### src/rtl/alarm_pkg.sv
// Shared types, digit limits and the BCD digit-increment rule used by both
// the time-preload and alarm edit paths.
package alarm_pkg;

    typedef logic [3:0] bcd_t;
    typedef logic [1:0] digit_t;

    typedef enum logic [1:0] {
        MODE_IDLE      = 2'd0,
        MODE_SET_TIME  = 2'd1,
        MODE_SET_ALARM = 2'd2
    } mode_t;

    typedef struct packed {
        bcd_t hd;
        bcd_t ho;
        bcd_t md;
        bcd_t mo;
    } hhmm_t;

    localparam bcd_t HOURDEC_MAX    = 4'd2;
    localparam bcd_t HOURONE_MAX_LO = 4'd9;
    localparam bcd_t HOURONE_MAX_HI = 4'd3;
    localparam bcd_t MINDEC_MAX     = 4'd5;
    localparam bcd_t MINONE_MAX     = 4'd9;

    // Bump one digit with wrap; no carry. ">=" compares also recover any
    // out-of-range digit back to zero.
    function automatic hhmm_t bcd_inc(input hhmm_t t, input digit_t sel);
        hhmm_t r;
        bcd_t  ho_max;
        r      = t;
        ho_max = (t.hd < HOURDEC_MAX) ? HOURONE_MAX_LO : HOURONE_MAX_HI;
        case (sel)
            2'd0: begin
                r.hd = (t.hd >= HOURDEC_MAX) ? 4'd0 : t.hd + 4'd1;
                if (r.hd == HOURDEC_MAX && t.ho > HOURONE_MAX_HI)
                    r.ho = HOURONE_MAX_HI;
            end
            2'd1:    r.ho = (t.ho >= ho_max)     ? 4'd0 : t.ho + 4'd1;
            2'd2:    r.md = (t.md >= MINDEC_MAX) ? 4'd0 : t.md + 4'd1;
            default: r.mo = (t.mo >= MINONE_MAX) ? 4'd0 : t.mo + 4'd1;
        endcase
        return r;
    endfunction

endpackage

### src/rtl/btn_debounce.sv
// Raw pushbutton -> 2-FF sync -> stable-level counter -> one-cycle rising pulse.
module btn_debounce #(
    parameter int DEBOUNCE_CYCLES = 1_000_000
) (
    input  logic clk,
    input  logic rst,
    input  logic raw,
    output logic pulse
);

    localparam int CW = $clog2(DEBOUNCE_CYCLES + 1);
    localparam logic [CW-1:0] LAST = CW'(DEBOUNCE_CYCLES - 1);

    logic          s1, s2, level, prev;
    logic [CW-1:0] cnt;

    always_ff @(posedge clk or posedge rst) begin
        if (rst) begin
            s1    <= 1'b0;
            s2    <= 1'b0;
            level <= 1'b0;
            prev  <= 1'b0;
            pulse <= 1'b0;
            cnt   <= '0;
        end else begin
            s1    <= raw;
            s2    <= s1;
            prev  <= level;
            pulse <= level & ~prev;
            // any sample matching the accepted level restarts the count
            if (s2 == level) begin
                cnt <= '0;
            end else if (cnt == LAST) begin
                level <= s2;
                cnt   <= '0;
            end else begin
                cnt <= cnt + 1'b1;
            end
        end
    end

endmodule

### src/rtl/bcd_time_setter.sv
// Button-driven editor for the HH:MM time preload and the alarm time.
module bcd_time_setter
    import alarm_pkg::*;
#(
    parameter int DEBOUNCE_CYCLES = 1_000_000,
    parameter int ALARM_RST_HD    = 0,
    parameter int ALARM_RST_HO    = 7,
    parameter int ALARM_RST_MD    = 0,
    parameter int ALARM_RST_MO    = 0
) (
    input  logic       clk,
    input  logic       rst,
    input  logic       btn_mode,
    input  logic       btn_inc,
    input  logic       btn_next,
    input  logic [3:0] now_hourdec,
    input  logic [3:0] now_hourone,
    input  logic [3:0] now_mindec,
    input  logic [3:0] now_minone,
    output logic [3:0] set_hourdec,
    output logic [3:0] set_hourone,
    output logic [3:0] set_mindec,
    output logic [3:0] set_minone,
    output logic       time_load,
    output logic [3:0] alarm_hourdec,
    output logic [3:0] alarm_hourone,
    output logic [3:0] alarm_mindec,
    output logic [3:0] alarm_minone,
    output logic       alarm_load,
    output logic [1:0] mode,
    output logic [1:0] digit_sel
);

    localparam hhmm_t ALARM_RST = '{hd: 4'(ALARM_RST_HD), ho: 4'(ALARM_RST_HO),
                                    md: 4'(ALARM_RST_MD), mo: 4'(ALARM_RST_MO)};

    logic   p_mode, p_inc, p_next;
    mode_t  state, state_n;
    digit_t dsel, dsel_n;
    hhmm_t  set_t, set_n, alarm_t, alarm_n, now_t;
    logic   tl_n, al_n;

    btn_debounce #(.DEBOUNCE_CYCLES(DEBOUNCE_CYCLES)) u_mode (
        .clk(clk), .rst(rst), .raw(btn_mode), .pulse(p_mode));
    btn_debounce #(.DEBOUNCE_CYCLES(DEBOUNCE_CYCLES)) u_inc (
        .clk(clk), .rst(rst), .raw(btn_inc), .pulse(p_inc));
    btn_debounce #(.DEBOUNCE_CYCLES(DEBOUNCE_CYCLES)) u_next (
        .clk(clk), .rst(rst), .raw(btn_next), .pulse(p_next));

    assign now_t = '{hd: now_hourdec, ho: now_hourone, md: now_mindec, mo: now_minone};

    always_ff @(posedge clk or posedge rst) begin
        if (rst) begin
            state      <= MODE_IDLE;
            dsel       <= '0;
            set_t      <= '0;
            alarm_t    <= ALARM_RST;
            time_load  <= 1'b0;
            alarm_load <= 1'b0;
        end else begin
            state      <= state_n;
            dsel       <= dsel_n;
            set_t      <= set_n;
            alarm_t    <= alarm_n;
            time_load  <= tl_n;
            alarm_load <= al_n;
        end
    end

    // mode wins over inc/next; inc uses the pre-advance digit_sel
    always_comb begin
        state_n = state;
        dsel_n  = dsel;
        set_n   = set_t;
        alarm_n = alarm_t;
        tl_n    = 1'b0;
        al_n    = 1'b0;
        if (p_mode) begin
            case (state)
                MODE_IDLE: begin
                    state_n = MODE_SET_TIME;
                    set_n   = now_t;
                    dsel_n  = '0;
                end
                MODE_SET_TIME: begin
                    state_n = MODE_SET_ALARM;
                    tl_n    = 1'b1;
                    dsel_n  = '0;
                end
                default: begin
                    state_n = MODE_IDLE;
                    al_n    = 1'b1;
                    dsel_n  = '0;
                end
            endcase
        end else if (state != MODE_IDLE) begin
            if (p_inc) begin
                if (state == MODE_SET_TIME) set_n   = bcd_inc(set_t, dsel);
                else                        alarm_n = bcd_inc(alarm_t, dsel);
            end
            if (p_next) dsel_n = dsel + 2'd1;
        end
    end

    assign mode          = state;
    assign digit_sel     = dsel;
    assign set_hourdec   = set_t.hd;
    assign set_hourone   = set_t.ho;
    assign set_mindec    = set_t.md;
    assign set_minone    = set_t.mo;
    assign alarm_hourdec = alarm_t.hd;
    assign alarm_hourone = alarm_t.ho;
    assign alarm_mindec  = alarm_t.md;
    assign alarm_minone  = alarm_t.mo;

endmodule

### config.mk
export PLATFORM = sky130hd
export DESIGN_NAME = bcd_time_setter
export DESIGN_NICKNAME = d
export VERILOG_FILES = /design/src/rtl/alarm_pkg.sv /design/src/rtl/btn_debounce.sv /design/src/rtl/bcd_time_setter.sv
export SDC_FILE = /design/constraint.sdc
export NUM_CORES = 1
export LEC_CHECK = 0
export ABC_AREA = 1
export ABC_CLOCK_PERIOD_IN_PS = 3500
export CAP_MARGIN = 20
export CORE_ASPECT_RATIO = 0.7
export CORE_MARGIN = 2
export CORE_UTILIZATION = 49
export CTS_CLUSTER_DIAMETER = 120
export DETAILED_ROUTE_END_ITERATION = 12
export GPL_TIMING_DRIVEN = 0
export PLACE_DENSITY = 0.8
export SLEW_MARGIN = 20
export SYNTH_ARGS = -nofsm -noshare
export SYNTH_HDL_FRONTEND = slang
export SYNTH_SLANG_ARGS = --single-unit
### constraint.sdc
create_clock -name clk -period 3.5 [get_ports clk]
set_clock_uncertainty 0.05 [all_clocks]
set_input_delay 0.7 -clock clk [delete_from_list [all_inputs] [get_ports clk]]
set_output_delay 0.7 -clock clk [all_outputs]
set_load 0.05 [all_outputs]
---- Word-level counts from Yosys, hierarchy flattened ----
Cells that the tools add are included.
Widths: inputs -> output; s select.
word-level totals
  bits in registers ....................... 113
  input bits .............................. 21
  word-level logic and storage cells ...... 144
cells by class
  $add $sub $neg .......................... 12
  $lt $le $gt $ge ......................... 12
  eq/ne operators ......................... 15
  multiplexer cells ....................... 36
  bitwise operators ....................... 12
  reduce and logical (&&, ||, !) cells .... 27
operators with widths
  operator               count
  $mux 20                6
  $mux 16                5
  $add 20x1->20 const B  3
  $eq 20x20->1 const B   3
  $mux 4                 15
  $add 4x1->4 const B    8
  $reduce_and 5->1       6
  $pmux 4 s2             2
  $reduce_bool 2->1      8
  $reduce_and 6->1       2
  $not 1->1              9
  $eq 4x2->1 const B     2
  $ge 4x2->1 const B     2
  $ge 4x3->1 const B     2
  $ge 4x4->1             2
  $ge 4x4->1 const B     2
  $gt 4x2->1 const B     2
  $lt 4x2->1 const B     2
  $reduce_and 2->1       4
  $mux 2                 3
  $eq 2x1->1 const B     2
  $logic_not 2->1        2
  $mux 1                 4
  $ne 2x2->1 const B     2
  other kinds (11)       16

---- Logic depth before layout (Yosys ltp) ----
  word-level depth ........................ 10
  gate-level depth with buffers ........... 11
  gate-level depth less buffers ........... 11

---- Cells and area by module ----
A second synthesis with hierarchy kept.
unflattened totals
  cell total of the unflattened synthesis .. 824
  area, all modules ....................... 6537.5 um^2
modules (own cells, without submodules)
  module           instances  cells an instance  area each (um^2)  seq. area each (um^2)
  btn_debounce     3          165                1322.5            625.6
  bcd_time_setter  1          329                2570.0            954.7

---- Worst setup path after synthesis ----
Ideal clock, no wire load.
  path kind ............................... flip-flop to flip-flop
  start ................................... reg alarm_t (netlist bit alarm_hourdec[0])
  end ..................................... reg alarm_t (netlist bit alarm_hourone[3])
  setup time .............................. 0.118 ns
  arrival ................................. 1.700 ns
  slack ................................... 1.631 ns
  stages on the path, launching flop included .. 9
  buffers on the path ..................... 0
  period minus slack after synthesis ...... 1.869 ns
  cells stage by stage .................... dfrtp_1 -> inv_1 -> ha_1 -> inv_1 -> nand4_1 -> o21ai_2 -> nand3_1 -> nand2_1 -> nand2_1
on the way
  word-level cells in the longest chain between the ends .. 6
  elaborated cells on any way between the ends .. 12
  classes of those cells .................. add/sub (1); order compare (3); eq/ne (2); mux (4); reduce/logical (2)
ends and longest elaborated chain
  element                                    line                   RTL
  start: declaration                         bcd_time_setter.sv:40  hhmm_t set_t, set_n, alarm_t, alarm_n, now_t;
  start signal: assignment                   bcd_time_setter.sv:64  alarm_t <= alarm_n;
  $add 4x1->4 or $ge 4x2->1 (tied branches)  alarm_pkg.sv:36        r.hd = (t.hd >= HOURDEC_MAX) ? 4'd0 : t.hd + 4'd1;
  $mux 4                                     alarm_pkg.sv:36
  $eq 4x2->1                                 alarm_pkg.sv:37        if (r.hd == HOURDEC_MAX && t.ho > HOURONE_MAX_HI)
  $logic_and 1x1->1                          alarm_pkg.sv:37
  $ne 2x2->1 (no source line)                --
  $reduce_and 6->1 (no source line)          --
Several ways; a longest one is shown, not always the timed one.
A chain may end at the register's enable or synchronous reset.

---- Worst setup path in the final report ----
  start ................................... reg alarm_t (netlist bit alarm_hourone[0])
  end ..................................... out alarm_hourone[0]
RTL lines
  element           line                   RTL
  end: declaration  bcd_time_setter.sv:26  output logic [3:0] alarm_hourone,
No word-level cell between the ends.

==> qor.yml <==
outcome:
  status: "finished clean"
die:
  io-pin-count: 59
  die_area_um2: 14100
  die_w_um: 141
  start_util_pct: 50.9
  fp.coreArea_um2: 12600
  rows: 34
  die_y_um: 99.9
route:
  num_vias: 5533
  drtIter0Drc: 513
  ant_nets: 0
  wl_met2_um: 6190
  routed_via_density: 5.21
  first_pass_iters: 5
  drc_errors: 0
  highest_layer: "met4"
  routedLengthMet1_um: 7250
  met3WireLength_um: 971
  drt-wirelength-per-cell_um: 13.8
  finalWirelength_um: 14600
placed_design:
  dp.cells: 1031
  gp_congestion: 0.951
  io_buffer_count: 58
  dp_hpwl_um: 10700
cells_and_area:
  layout_commonest_cell: "nand2_1"
  synthToLayoutAreaGrowth_pct: 22.3
  layout-drive-gt1-share_pct: 9.78
  fin_cells: 1062
  final_cell_mix: "nand2_1 (158), nor2_1 (146), dfrtp_1 (110), inv_1 (95), nand3_1 (65)"
  n_antenna_cell: 0
  fill_cells: 1056
  fin_nets: 938
clocking:
  numCtsBuffers: 17
  root_buffer: "clkbuf_16"
  clk_pin_slew_ns: 0.06
  clk_latency_ns: 0.41
  postCtsHoldBufs: 0
  cts_sinks: 113
  cts_tree: "done"
  post_cts_buffers: 0
  h-tree-depth: 4
  cts.repair.resized: 0
  cts_max_path_buffers: 2
timing:
  relSlewSlack_pct: 62.6
  setup_viol: 0
  rsz0062_at_grt: "no"
  tightest_slew_ns: 0.560
  hold_viol_final: 0
  drv_slew: 0
  period_share_pct: 73.6
  fmaxAchievable_mhz: 388
  period_minus_slack_ns: 2.58
  setup-tns-final_ns: 0
yosys:
  synthTopCellsByArea: "dfrtp_1 (43%), nand2_1 (9.2%), nor2_1 (8.5%), ha_1 (5.6%), inv_1 (5.6%)"
  synth_area_um2: 6430
  syn_area_per_cell_um2: 7.97
  synth-seq-area-share_pct: 44.0
  synth_top_area_share_pct: 42.8
  netlist_instances: 807
  synthFlopType: "dfrtp_1"
  yosysTopAreaCell: "dfrtp_1"
  synth_nets: 857
  ys_async_sr_fraction_pct: 100
  yosys.cell_types.count: 43
  yosysWarningCount: 0
  ys_seq_elements: 113
  synth_edf_count: 0
pwr:
  power.density_nw_per_um2: 392
  p_leak_nw: 3.50
  vdd_drop_max_uv: 379
min_path:
  hold_depth: 0
  hp-class: "register to register"
  min-delay-start: "u_mode.s1"
  hold_end: "u_mode.s2"
worst_setup_path:
  crit_buf_inv: 1
  critPathLaunchType: "register"
  cp.arrival_ns: 1.83
  r2r-start: "set_hourdec[3]"
  cp_slowest_cell: "clkdlybuf4s50_1"
  reg2reg_depth: 8
  crit_path_max_incr_delay_ns: 0.82
  timing.setup.critical_path_class: "register to primary output"
  r2r_end: "set_hourone[3]"
  path_cells: "clkdlybuf4s50_1"
  crit_fanout: 7
  critPathTopFamily: "buffers and inverters"
  cp.required_ns: 2.75
  r2r_setup_slack_ns: 1.69
  worstSetupEndpointType: "primary output"
grt:
  grt_max_degree: 32
  track_usage_pct: 22.4
  grt_overflow: 0
  grt_pass1_vias: 5220
  grt_antenna_before_repair: 0
  grt_first_pass_wirelength_um: 25200
flow_run:
  drv_cap: 0
[worst max path at each step]
stage                          start                to  cells past startpoint
floorplan                        rst  alarm_hourdec[0]                      1
global placement                 rst    set_hourdec[2]                      2
detailed placement  alarm_hourone[0]  alarm_hourone[0]                      1
CTS                 alarm_hourone[0]  alarm_hourone[0]                      1
global route        alarm_hourone[0]  alarm_hourone[0]                      1
finish              alarm_hourone[0]  alarm_hourone[0]                      1
[synthesized netlist by cell type, types with 3 or more instances]
| cell type | number |
|---|---|
| inv_2 | 5 |
| nand3_2 | 5 |
| inv_1 | 96 |
| dfstp_2 | 3 |
| nand2_2 | 9 |
| nand3b_1 | 4 |
| nor2_1 | 146 |
| ha_1 | 29 |
| o21ai_0 | 31 |
| nor2_4 | 9 |
| xor2_1 | 22 |
| a21oi_1 | 17 |
| nor2_2 | 4 |
| xnor2_1 | 12 |
| nand2_1 | 158 |
| dfrtp_1 | 110 |
| nand4_1 | 24 |
| buf_2 | 4 |
| nor3b_1 | 3 |
| nor3_1 | 18 |
| nand3_1 | 65 |
| o21ai_1 | 4 |
| o21ai_2 | 3 |
[power by group]
part	internal (mW)	switching [mW]
Clock	1.05	0.600
Combinational	0.0429	0.0557
Sequential	1.32	0.00917
Total	2.42	0.665
[layout make-up]
type	count	area [um2]	area share, %
Buffer	7	32.5	0.413
Sequential cell	113	2830	36.0
Inverter	101	383	4.87
Multi-Input combinational cell	586	3190	40.5
Tap cell	162	203	2.58
Clock buffer	20	447	5.68
Timing Repair Buffer	62	668	8.49
Clock inverter	11	115	1.46
[kinds of logic (layout without fill, tap and decap cells)]
kind of cell | after synthesis | in the layout | share of synthesized area, %
and+or+nand+nor | 456 | 456 | 33.0
buffers and inverters | 108 | 201 | 6.40
AOI/OAI and AO/OA | 65 | 65 | 5.76
xor gates and xnor gates | 36 | 36 | 5.14
DFF | 113 | 113 | 44.0
adders and majority gates | 29 | 29 | 5.64
[through the flow]
| stage | power [mW] | hold WS, ns | instance area, um2 | util (%) | worst slack (ns) |
|---|---|---|---|---|---|
| floorplan | 1.40 | 0.281 | 6430 | - | 1.38 |
| global placement | 1.44 | 0.283 | 7220 | 57.1 | 0.298 |
| detailed placement | 1.45 | 0.286 | 7310 | 57.8 | 1.36 |
| CTS | 3.11 | 0.292 | 7870 | 62.3 | 0.908 |
| global route | 3.19 | 0.297 | 7870 | 62.3 | 0.883 |
| finish | 3.08 | 0.287 | 7870 | 62.3 | 0.923 |
[per-layer routing]
| metal | vias up | global-route usage, % |
|---|---|---|
| met1 | 2591 | 33.2 |
| met5 | - | 0 |
| met4 | 0 | 7.62 |
| li1 | 2751 | - |
| met3 | 19 | 5.06 |
| met2 | 172 | 32.8 |
[registers in the layout, summed over array words and instances, names as in the netlist, 2 cells and up]
register	cells
u_inc.cnt	20
u_mode.cnt	20
u_next.cnt	20
alarm_hourdec	4
alarm_hourone	4
alarm_mindec	4
alarm_minone	4
set_hourdec	4
set_hourone	4
set_mindec	4
set_minone	4
digit_sel	2
mode	2
Power figures use the tool's default switching activity.
